## src/rtl/jk_bank_driver.sv

```systemverilog
// Control side of a JK flip-flop bank: turns target words into J/K
// excitation, tracks the expected bank state and checks Q feedback.
module jk_bank_driver #(
    parameter int               WIDTH       = 4,
    parameter logic [WIDTH-1:0] INIT_Q      = '0,
    parameter int               TOGGLE_MODE = 0
) (
    input  logic             clock,
    input  logic             reset,
    input  logic             tgt_valid,
    input  logic [WIDTH-1:0] tgt_data,
    output logic             tgt_ready,
    input  logic [WIDTH-1:0] q_fb,
    output logic [WIDTH-1:0] j,
    output logic [WIDTH-1:0] k,
    output logic             busy,
    output logic             mismatch,
    output logic [WIDTH-1:0] err_bits,
    input  logic             clear_err
);

    typedef enum logic [1:0] {
        IDLE,
        APPLY,
        CHECK,
        ERROR
    } state_t;

    state_t           state;
    state_t           state_nxt;
    logic [WIDTH-1:0] exp;
    logic [WIDTH-1:0] exp_nxt;
    logic [WIDTH-1:0] tgt;
    logic [WIDTH-1:0] tgt_nxt;
    logic [WIDTH-1:0] j_nxt;
    logic [WIDTH-1:0] k_nxt;
    logic             mismatch_nxt;
    logic [WIDTH-1:0] err_bits_nxt;
    logic [WIDTH-1:0] diff;

    assign tgt_ready = (state == IDLE) & ~reset;
    assign busy      = (state != IDLE);
    assign diff      = tgt_data ^ exp;

    always_ff @(posedge clock) begin
        if (reset) begin
            state    <= IDLE;
            exp      <= INIT_Q;
            tgt      <= '0;
            j        <= '0;
            k        <= '0;
            mismatch <= 1'b0;
            err_bits <= '0;
        end else begin
            state    <= state_nxt;
            exp      <= exp_nxt;
            tgt      <= tgt_nxt;
            j        <= j_nxt;
            k        <= k_nxt;
            mismatch <= mismatch_nxt;
            err_bits <= err_bits_nxt;
        end
    end

    // j/k default to hold so the bank only ever sees drive during APPLY
    always_comb begin
        state_nxt    = state;
        exp_nxt      = exp;
        tgt_nxt      = tgt;
        j_nxt        = '0;
        k_nxt        = '0;
        mismatch_nxt = mismatch;
        err_bits_nxt = err_bits;
        unique case (state)
            IDLE: begin
                if (tgt_valid && tgt_ready) begin
                    tgt_nxt   = tgt_data;
                    state_nxt = APPLY;
                    if (TOGGLE_MODE != 0) begin
                        j_nxt = diff;
                        k_nxt = diff;
                    end else begin
                        j_nxt = tgt_data & ~exp;
                        k_nxt = ~tgt_data & exp;
                    end
                end
            end
            APPLY: begin
                exp_nxt   = tgt;
                state_nxt = CHECK;
            end
            CHECK: begin
                if (q_fb != exp) begin
                    mismatch_nxt = 1'b1;
                    err_bits_nxt = err_bits | (q_fb ^ exp);
                    state_nxt    = ERROR;
                end else begin
                    state_nxt = IDLE;
                end
            end
            ERROR: begin
                // resync to whatever the bank actually holds
                if (clear_err) begin
                    exp_nxt      = q_fb;
                    mismatch_nxt = 1'b0;
                    err_bits_nxt = '0;
                    state_nxt    = IDLE;
                end
            end
        endcase
    end

endmodule

```

## config.mk

```make
export PLATFORM = sky130hd
export DESIGN_NAME = jk_bank_driver
export DESIGN_NICKNAME = d
export VERILOG_FILES = /design/src/rtl/jk_bank_driver.sv
export SDC_FILE = /design/constraint.sdc
export NUM_CORES = 1
export LEC_CHECK = 0
export ABC_AREA = 1
export CAP_MARGIN = 10
export CORE_ASPECT_RATIO = 1.5
export CORE_UTILIZATION = 40
export CTS_BUF_LIST = sky130_fd_sc_hd__clkbuf_8
export CTS_CLUSTER_SIZE = 25
export DETAILED_ROUTE_END_ITERATION = 7
export PLACE_DENSITY = 0.69
export SLEW_MARGIN = 20
export SYNTH_ARGS = -nofsm -noshare
export SYNTH_HDL_FRONTEND = slang
export SYNTH_SLANG_ARGS = --single-unit
```

## constraint.sdc

```tcl
create_clock -name clock -period 1.4 [get_ports clock]
set_input_delay 0.35 -clock clock [delete_from_list [all_inputs] [get_ports clock]]
set_output_delay 0.35 -clock clock [all_outputs]
set_load 0.005 [all_outputs]
```

### Word level (Yosys, flattened, before mapping)

Cells that the tools add are included.

| cells by class | value |
|---|---|
| equal/unequal tests | 7 |
| reductions and logical operators | 10 |
| muxes and demuxes | 12 |
| bitwise gates (word level) | 10 |

Operator list:

| kind | number |
|---|---|
| $pmux 4 s2 | 2 |
| $mux 4 | 3 |
| $and 4x4->4 | 2 |
| $not 4->4 | 2 |
| $pmux 2 s4 | 1 |
| $mux 2 | 3 |
| $reduce_and 2->1 | 3 |
| $reduce_bool 2->1 | 3 |
| $eq 2x2->1 const B | 2 |
| $ne 2x2->1 const B | 2 |
| $ne 4x4->1 | 1 |
| $or 4x4->4 | 1 |
| $xor 4x4->4 | 1 |
| $not 1->1 | 3 |
| $reduce_and 3->1 | 1 |
| $reduce_or 3->1 | 1 |
| $eq 2x1->1 const B | 1 |
| $logic_not 2->1 | 1 |
| $mux 1 | 2 |
| $ne 2x1->1 const B | 1 |
| $pmux 1 s2 | 1 |
| $and 1x1->1 | 1 |
| $logic_and 1x1->1 | 1 |

| storage, ports and cells | value |
|---|---|
| logic and storage cells | 46 |
| input port bits | 12 |
| flip-flop bits (word level) | 23 |
| output and inout bits | 15 |

### Longest topological paths before layout

Gate-level depths: netlist of run 1.

| logic depth | value |
|---|---|
| word-level depth | 5 |
| mapped depth | 9 |

### Least setup slack after synthesis of run 1

No wires, ideal clock.

| timing | value |
|---|---|
| kind | register to register |
| start | reg state[0] |
| end | reg tgt[1] |
| cell stages (with the launch flop) | 8 |
| period minus slack after synthesis | 1053 ps |
| arrival time | 936 ps |
| slack | 347 ps |
| path buffers | 1 |
| cell sequence | dfxtp_1 > nor2_2 > inv_2 > nor2_4 > nand2_4 > buf_6 > nand2_1 > a21oi_1 |

| between the ends | value |
|---|---|
| cells in the longest elaborated chain, start to end | 4 |

Ends and longest elaborated chain:

| item | line | RTL |
|---|---|---|
| start: declaration | 29 | `state_t state;` |
| start signal: assignment | 55 | `state <= state_nxt;` |
| $logic_not 2->1 | 41 | `assign tgt_ready = (state == IDLE) & ~reset;` |
| $and 1x1->1 | 41 |  |
| named net tgt_ready | 12 | `output logic tgt_ready,` |
| $logic_and 1x1->1 | 76 | `if (tgt_valid && tgt_ready) begin` |
| $reduce_and 2->1 (no line) | - |  |
| end signal: assignment | 57 | `tgt <= tgt_nxt;` |
| end: declaration | 33 | `logic [WIDTH-1:0] tgt;` |

The timed path passes the listed nets, and every way through them passes these cells.
A chain may end at the register's enable or synchronous reset.

### Worst setup path in the final report of run 1

| timing | value |
|---|---|
| start | reg state[1] |
| end | out busy |

| between the ends | value |
|---|---|
| cells in the longest elaborated chain, start to end | 1 |

Ends and longest elaborated chain:

| item | line | RTL |
|---|---|---|
| $reduce_bool 2->1 | 42 | `assign busy = (state != IDLE);` |
| end: declaration | 16 | `output logic busy,` |

No other way between the ends.

==> results of run 1 <==
## final cells by class
class	instances	area, um2
fill	200	723
sequential	23	462
timing repair buffer	45	385
multi-input combinational	75	373
inverter	22	82.6
clock buffer	3	41.3
tap	22	27.5
clock inverter	1	7.51
## worst paths after layout
check                            startpoint     endpoint  slack, ns  cells after the start
worst max-delay path               state[1]         busy       0.04                      4
worst min-delay path                q_fb[1]       exp[1]       0.40                      3
worst max register to register     state[0]  err_bits[1]       0.15                      7
worst min register to register  err_bits[2]  err_bits[2]       0.45                      2
## what timing repair did
| item | CTS | global route |
|---|---|---|
| resized for setup | 24 | 7 |
| endpoints found under the setup margin | 15 | 5 |
| gates cloned | 0 | 0 |
| buffers inserted | 2 | 0 |
| pin swaps | 1 | 1 |
## placed cells by master (no fill, tap or decap), types with 6 or more instances in the layout
cell type | synthesis | final
buf_4 | 0 | 19
a21oi_1 | 11 | 11
nand2_1 | 34 | 31
clkdlybuf4s50_1 | 0 | 6
dlygate4sd2_1 | 0 | 14
dfxtp_1 | 23 | 22
nor2_1 | 9 | 9
inv_1 | 17 | 17
o21ai_0 | 10 | 10
## stage by stage
| step | setup TNS (ns) | utilization [%] | setup WS (ns) | power [W] |
|---|---|---|---|---|
| 6_report | 0 | 65.6 | 0.0442 | 0.00143 |
| 2_1_floorplan | 0 | - | 0.347 | 0.000854 |
| 3_5_place_dp | -3.28 | 62.7 | -0.395 | 0.00103 |
| 5_1_grt | 0 | 65.6 | 0.00298 | 0.00151 |
| 3_3_place_gp | -2.82 | 62.7 | -0.377 | 0.00102 |
| 4_1_cts | 0 | 64.8 | 0.0170 | 0.00143 |
## worst reg2reg max path: stages (launching register included)
cell     delay [ns]
dfxtp_1        0.34
buf_4          0.15
nand2_2        0.15
inv_2          0.07
nand2_1        0.11
nand2_1        0.10
buf_4          0.15
a21oi_1        0.11
## logic make-up after synthesis
logic type | count (synthesis) | synth area share, %
buffers and inverters | 23 | 10.3
AND/OR/NAND/NOR | 51 | 25.9
AO/OA/AOI/OAI | 24 | 13.5
flip-flops | 23 | 50.3
## state kept, by name, indices dropped and copies added (netlist names)
name and cells:
mismatch 1, state 2, err_bits 4, k 4, exp 4, tgt 4, j 4
## where the power goes
part           internal, W  switching [W]  total (W)  leakage (nW)
sequential        0.000696      0.0000235   0.000719         0.188
combinational     0.000155       0.000140   0.000295         0.505
clock             0.000201       0.000211   0.000412        0.0217
total              0.00105       0.000375    0.00143         0.714
## routing by layer
metal | GRT usage [%] | vias up | part of all wire [%]
met5 | 0 | - | 0
met2 | 35.5 | 25 | 55
met1 | 19.6 | 418 | 39
li1 | - | 472 | -
met4 | 13.8 | 0 | 3.1
met3 | 4.40 | 6 | 3.3
==> flow_metrics.py, run 1 <==
metrics = {
    "outcome": {
        "status": "complete, no violations",
    },
    "sta": {
        "hold_violations": 0,
        "skew_ns": 0.00835,
        "fmax_mhz": 738,
        "whs_ns": 0.404,
        "worst_pin_slew_ns": 0.199,
        "fin_crit_sh_pct": 96.8,
        "setup_viol": 0,
        "report.final.slew_viol_count": 0,
        "rsz0062_at_grt": "no",
        "slew_headroom_pct": 86.7,
        "finalCriticalPeriod_ns": 1.36,
    },
    "yosys": {
        "syn_area_per_cell_um2": 7.56,
        "synthCells": 121,
        "synthesis.nets": 133,
        "async_flop_share_pct": 0,
        "netlist_top_cells_area": "dfxtp_1 (50%), nand2_1 (14%), inv_1 (7.0%)",
        "synthTopCellsByCount": "nand2_1 (34), dfxtp_1 (23), inv_1 (17), a21oi_1 (11), o21ai_0 (10)",
        "yosysWarnings": 0,
        "synth_top_cell_area_share_pct": 50.3,
        "synth-edff-count": 0,
        "yosys.cell_types.count": 15,
        "synth.most_common_cell": "nand2_1",
        "synth_area_um2": 915,
        "ys_seq_elements": 23,
        "yosysSeqAreaShare_pct": 50.3,
        "synth_ff_type": "dfxtp_1",
        "synth_top_area_cell": "dfxtp_1",
    },
    "layout": {
        "stdcell_count": 191,
        "drive_gt1_share_pct": 24.3,
        "area_growth_pct": 50.8,
        "final_nets": 182,
        "final_cell_area_um2": 1380,
        "n_antenna_cell": 0,
    },
    "cts": {
        "htreeDepth": 1,
        "clk_pin_slew_ns": 0.09,
        "cts_buffers": 3,
        "cts_buffer_depth": 2,
        "clockRootBuffer": "clkbuf_8",
        "clock_sinks": 23,
        "clk_latency_ns": 0.26,
        "cts_hold_buf": 0,
        "cts_tree": "yes",
    },
    "worst_setup_path": {
        "cp.arrival_ns": 1.01,
        "cpPeakStageDelay_ns": 0.34,
        "critPathRequiredTime_ns": 1.05,
        "cp-start-kind": "register",
        "criticalPathCategory": "register to output pin",
        "critPathSlowestCell": "dfxtp_2",
        "path_cells": "nor2_4 -> inv_2 -> buf_4 -> buf_2",
        "path_buf_inv": 3,
        "cp_top_family": "flip-flops",
        "crit_fanout": 2,
        "crit_path_end_kind": "output pin",
    },
    "hold_path": {
        "hold_class": "input pin to register",
    },
    "placement": {
        "gp_congestion": 0.796,
        "dpl_cell_area_um2": 1320,
        "io_buffers": 26,
        "dp.cells": 185,
        "hpwl_um": 1600,
    },
    "detailed_routing": {
        "drt_iter0_drc": 23,
        "via_per_inst": 4.82,
        "drt_first_pass_iters": 4,
        "avgRoutedWirePerCell_um": 10.9,
        "drt-total-wl_um": 2080,
        "vias": 921,
        "route.detailed.drc": 0,
        "ant_nets": 0,
    },
    "global_routing": {
        "antenna_found_initial": 0,
        "grt_max_degree": 15,
        "grt_pass1_wl_um": 3340,
        "overflow": 0,
        "track_usage_pct": 20.3,
        "first_global_vias": 858,
    },
    "power": {
        "ir_drop_mv": 0.703,
        "power-per-cell-area_nw_per_um2": 1030,
        "p_leak_nw": 0.714,
    },
    "job": {
        "cap_violations": 0,
    },
    "floorplanning": {
        "rows": 20,
        "die_y_um": 60.6,
        "die_area_um2": 2490,
        "core_um2": 2100,
        "die_w_um": 41.0,
        "ios": 27,
        "start_util_pct": 43.5,
    },
}
No activity file was read; power rests on OpenSTA's default activity.
==> run 2: changes to the inputs <==
--- a/config.mk
+++ b/config.mk
@@ -8,6 +8,7 @@
 export ABC_AREA = 1
 export CAP_MARGIN = 10
 export CORE_ASPECT_RATIO = 1.5
+export CORE_MARGIN = 2
 export CORE_UTILIZATION = 40
 export CTS_BUF_LIST = sky130_fd_sc_hd__clkbuf_8
 export CTS_CLUSTER_SIZE = 25
==> run 2 against run 1 <==
Net effect: via count is 0.98% lower; sequential share of layout area is 0.55 points higher; core utilization is 3.6 points lower; first-iteration DRC count is 17% lower; die area is 8.3% higher; cell count is 0.52% lower; clock power is 4% lower; critical endpoint unchanged.
==> flow_metrics.py, run 2 (synthesized netlist as in run 1, its figures left out) <==
metrics = {
    "outcome": {
        "status": "complete, no violations",
    },
    "worst_setup_path": {
        "crit_fanout": 2,
        "criticalPathCategory": "register to output pin",
        "crit_path_end_kind": "output pin",
        "cp.arrival_ns": 0.97,
        "cp-start-kind": "register",
        "critPathRequiredTime_ns": 1.05,
    },
    "detailed_routing": {
        "ant_nets": 0,
        "drt_first_pass_iters": 4,
        "drt-total-wl_um": 2150,
        "via_per_inst": 4.80,
        "vias": 912,
        "drt_iter0_drc": 19,
        "route.detailed.drc": 0,
        "avgRoutedWirePerCell_um": 11.3,
    },
    "cts": {
        "clk_pin_slew_ns": 0.08,
        "cts_tree": "yes",
        "cts_buffer_depth": 2,
        "clk_latency_ns": 0.26,
        "clockRootBuffer": "clkbuf_8",
        "cts_buffers": 3,
        "clock_sinks": 23,
        "cts_hold_buf": 0,
        "htreeDepth": 1,
    },
    "sta": {
        "report.final.slew_viol_count": 0,
        "skew_ns": 0.00391,
        "worst_pin_slew_ns": 0.254,
        "hold_violations": 0,
        "finalCriticalPeriod_ns": 1.32,
        "setup_viol": 0,
        "tns_ns": 0,
        "fin_crit_sh_pct": 94.5,
        "slew_headroom_pct": 82.9,
        "fmax_mhz": 756,
    },
    "global_routing": {
        "overflow": 0,
        "grt_pass1_wl_um": 3530,
        "antenna_found_initial": 0,
        "grt_max_degree": 13,
        "first_global_vias": 909,
        "track_usage_pct": 17.1,
    },
    "placement": {
        "gp_congestion": 0.798,
        "dpl_cell_area_um2": 1310,
        "hpwl_um": 1530,
        "io_buffers": 26,
    },
    "floorplanning": {
        "core_um2": 2210,
        "die_w_um": 43.0,
        "ios": 27,
        "rows": 21,
        "die_area_um2": 2690,
        "die_y_um": 62.6,
        "start_util_pct": 41.4,
    },
    "power": {
        "p_leak_nw": 0.711,
        "ir_drop_mv": 0.568,
        "total_power_w": 0.00140,
        "power-per-cell-area_nw_per_um2": 1030,
    },
    "hold_path": {
        "hold_class": "input pin to register",
    },
    "layout": {
        "final_nets": 180,
        "final_common_cell": "nand2_1",
        "n_antenna_cell": 0,
        "final_cell_area_um2": 1370,
        "area_growth_pct": 49.5,
        "drive_gt1_share_pct": 23.4,
        "layout_common_cells": "nand2_1 (32), dfxtp_1 (19), inv_1 (18), buf_4 (17), dlygate4sd2_1 (14)",
    },
    "job": {
        "cap_violations": 0,
    },
}
## run 2: final timing paths
kind,startpoint,end,slack [ns],cells after the start
worst max-delay path,state[1],busy,0.08,3
worst min-delay path,q_fb[1],exp[1],0.42,3
worst max register to register,state[0],state[1],0.15,8
worst min register to register,err_bits[2],err_bits[2],0.44,2
## run 2: cell type report
type,count,area (um2)
fill,221,840
inverter,22,82.6
timing repair buffer,43,375
sequential,23,465
multi-input combinational,75,370
tap,23,28.8
clock inverter,1,3.75
clock buffer,3,41.3
## run 2: power breakdown
part           leakage [nW]  switching (W)  internal, W  total [W]
Combinational         0.495       0.000138     0.000146   0.000285
Clock                0.0269       0.000202     0.000195   0.000397
Sequential            0.189      0.0000239     0.000697   0.000720
## run 2: what timing repair did
item / 4_1_cts / 5_1_grt
hold endpoints to repair: 0 / 0
gates resized for setup: 24 / 7
pin swaps: 1 / 2
setup buffers: 1 / 0
setup endpoints to repair: 15 / 8
## run 2: critical path, stage by stage (launching register included)
cell	delay (ns)
dfxtp_2	0.34
nor2_4	0.11
inv_2	0.06
clkdlybuf4s15_1	0.21
## run 2: metrics by stage
step / std cells / hold slack [ns] / utilization [%] / setup slack (ns)
after floorplan: 121 / 0.419 / - / 0.347
after global placement: 185 / 0.436 / 59.5 / -0.378
after detailed placement: 185 / 0.441 / 59.5 / -0.378
after CTS: 190 / 0.445 / 61.2 / 0.0105
after global routing: 190 / 0.434 / 62.0 / -0.00398
final: 190 / 0.420 / 62.0 / 0.0772
## run 2: layer usage
| layer | track usage (%) | routed length [um] |
|---|---|---|
| met1 | 16.2 | 791 |
| met2 | 33.5 | 1230 |
| met3 | 1.73 | 91 |
| met4 | 9.09 | 32 |
| met5 | 0 | 0 |
==> run 3: changes to the inputs <==
--- a/config.mk
+++ b/config.mk
@@ -14,6 +14,7 @@
 export CTS_CLUSTER_SIZE = 25
 export DETAILED_ROUTE_END_ITERATION = 7
 export PLACE_DENSITY = 0.69
+export SKIP_CTS_REPAIR_TIMING = 1
 export SLEW_MARGIN = 20
 export SYNTH_ARGS = -nofsm -noshare
 export SYNTH_HDL_FRONTEND = slang
==> run 3 against run 2 <==
Net effect: count of clock-buffer cells in the layout is the same; first-iteration DRC count is the same; setup slack lost 0.0047 ns; global-route usage shrank 0.75 points; core utilization grew 2.7 points; hold slack lost 0.0016 ns; largest power group unchanged.
==> flow_metrics.py, run 3 (synthesized netlist as in run 1, its figures left out) <==
metrics = {
    "layout": {
        "fillers": 207,
        "drive_gt1_share_pct": 24.0,
        "final_core_util_pct": 64.7,
        "final_common_cell": "nand2_1",
        "n_antenna_cell": 0,
        "layout_common_cells": "nand2_1 (32), dlymetal6s2s_1 (20), inv_1 (18), dfxtp_1 (17), buf_4 (17)",
        "final_cell_area_um2": 1430,
        "area_growth_pct": 56.1,
        "final_nets": 180,
    },
    "floorplanning": {
        "die_w_um": 43.0,
        "core_um2": 2210,
        "rows": 21,
        "die_y_um": 62.6,
        "start_util_pct": 41.4,
        "ios": 27,
        "die_area_um2": 2690,
    },
    "worst_setup_path": {
        "crit_path_end_kind": "output pin",
        "reg2reg_slack_ns": 0.17,
        "critPathRequiredTime_ns": 1.05,
        "criticalPathCategory": "register to output pin",
        "cp-start-kind": "register",
        "crit_fanout": 2,
        "cp.arrival_ns": 0.98,
    },
    "placement": {
        "place_ws_ns": -0.378,
        "hpwl_um": 1530,
        "io_buffers": 26,
        "dpl_cell_area_um2": 1310,
        "gp_congestion": 0.798,
    },
    "sta": {
        "setup_ws_ns": 0.0725,
        "slew_headroom_pct": 83.7,
        "hold_violations": 0,
        "finalCriticalPeriod_ns": 1.33,
        "fmax_mhz": 753,
        "setup_viol": 0,
        "report.final.slew_viol_count": 0,
        "worst_pin_slew_ns": 0.242,
        "rsz0062_at_grt": "no",
        "skew_ns": 0.00381,
        "fin_crit_sh_pct": 94.8,
        "whs_ns": 0.418,
    },
    "job": {
        "cap_violations": 0,
    },
    "power": {
        "ir_drop_mv": 0.577,
        "p_leak_nw": 0.915,
        "total_power_w": 0.00141,
        "power-per-cell-area_nw_per_um2": 986,
    },
    "global_routing": {
        "grt_pass1_wl_um": 3410,
        "overflow": 0,
        "grt_max_degree": 13,
        "track_usage_pct": 16.3,
        "antenna_found_initial": 0,
        "first_global_vias": 881,
    },
    "cts": {
        "clk_pin_slew_ns": 0.08,
        "cts_buffers": 3,
        "cts_buffer_depth": 2,
        "cts_tree": "yes",
        "clockRootBuffer": "clkbuf_8",
        "htreeDepth": 1,
        "clk_latency_ns": 0.26,
        "clock_sinks": 23,
    },
    "detailed_routing": {
        "drt-total-wl_um": 2120,
        "vias": 903,
        "avgRoutedWirePerCell_um": 11.2,
        "ant_nets": 0,
        "drt_iter0_drc": 19,
        "drt_first_pass_iters": 4,
        "via_per_inst": 4.75,
        "route.detailed.drc": 0,
    },
    "outcome": {
        "status": "complete, no violations",
    },
    "hold_path": {
        "hold_class": "input pin to register",
    },
}
run 3: cell types whose count changed in the layout (fill, tap and decap cells not counted), sizes merged:
cell / change
buf: -1
dlygate4sd2: -14
clkdlybuf4s15: -1
dlymetal6s2s: +16
run 3: per-layer routing:
metal / vias up / part of all wire, % / GRT usage, %
met1: 414 / 37 / 16.3
met4: 0 / 1.5 / 9.09
li1: 464 / - / -
met2: 21 / 57 / 30.7
met5: - / 0 / 0
met3: 4 / 4.3 / 2.02
run 3: cell type report:
class	instances	area (um2)	share of cell area, %
clock buffer	3	41.3	2.89
clock inverter	1	3.75	0.263
inverter	22	82.6	5.78
multi-input combinational	75	365	25.6
sequential	23	468	32.8
tap	23	28.8	2.02
timing repair buffer	43	438	30.7
run 3: path summary, 6_finish.rpt:
check	from	end	cells past startpoint
worst min register to register	err_bits[2]	err_bits[2]	2
worst max-delay path	state[1]	tgt_ready	4
worst max register to register	exp[1]	err_bits[0]	9
worst min-delay path	q_fb[1]	exp[1]	3
run 3: stage by stage:
step                std cells  TNS [ns]
finish                    190         0
global route              190         0
CTS                       189     -1.01
detailed placement        185     -3.04
global placement          185     -2.76
floorplan                 121         0
run 3: worst max-delay path, stage by stage, from the launching register on:
cell and delay, ns:
dfxtp_2 0.33, nor2_2 0.13, inv_2 0.07, nor2_4 0.07
dlymetal6s2s_1 0.12
run 3: where the power goes:
group	leakage [nW]	internal, W	switching [W]
registers	0.190	0.000697	0.0000224
clock network	0.0269	0.000195	0.000202
logic	0.698	0.000155	0.000136
total	0.915	0.00105	0.000360
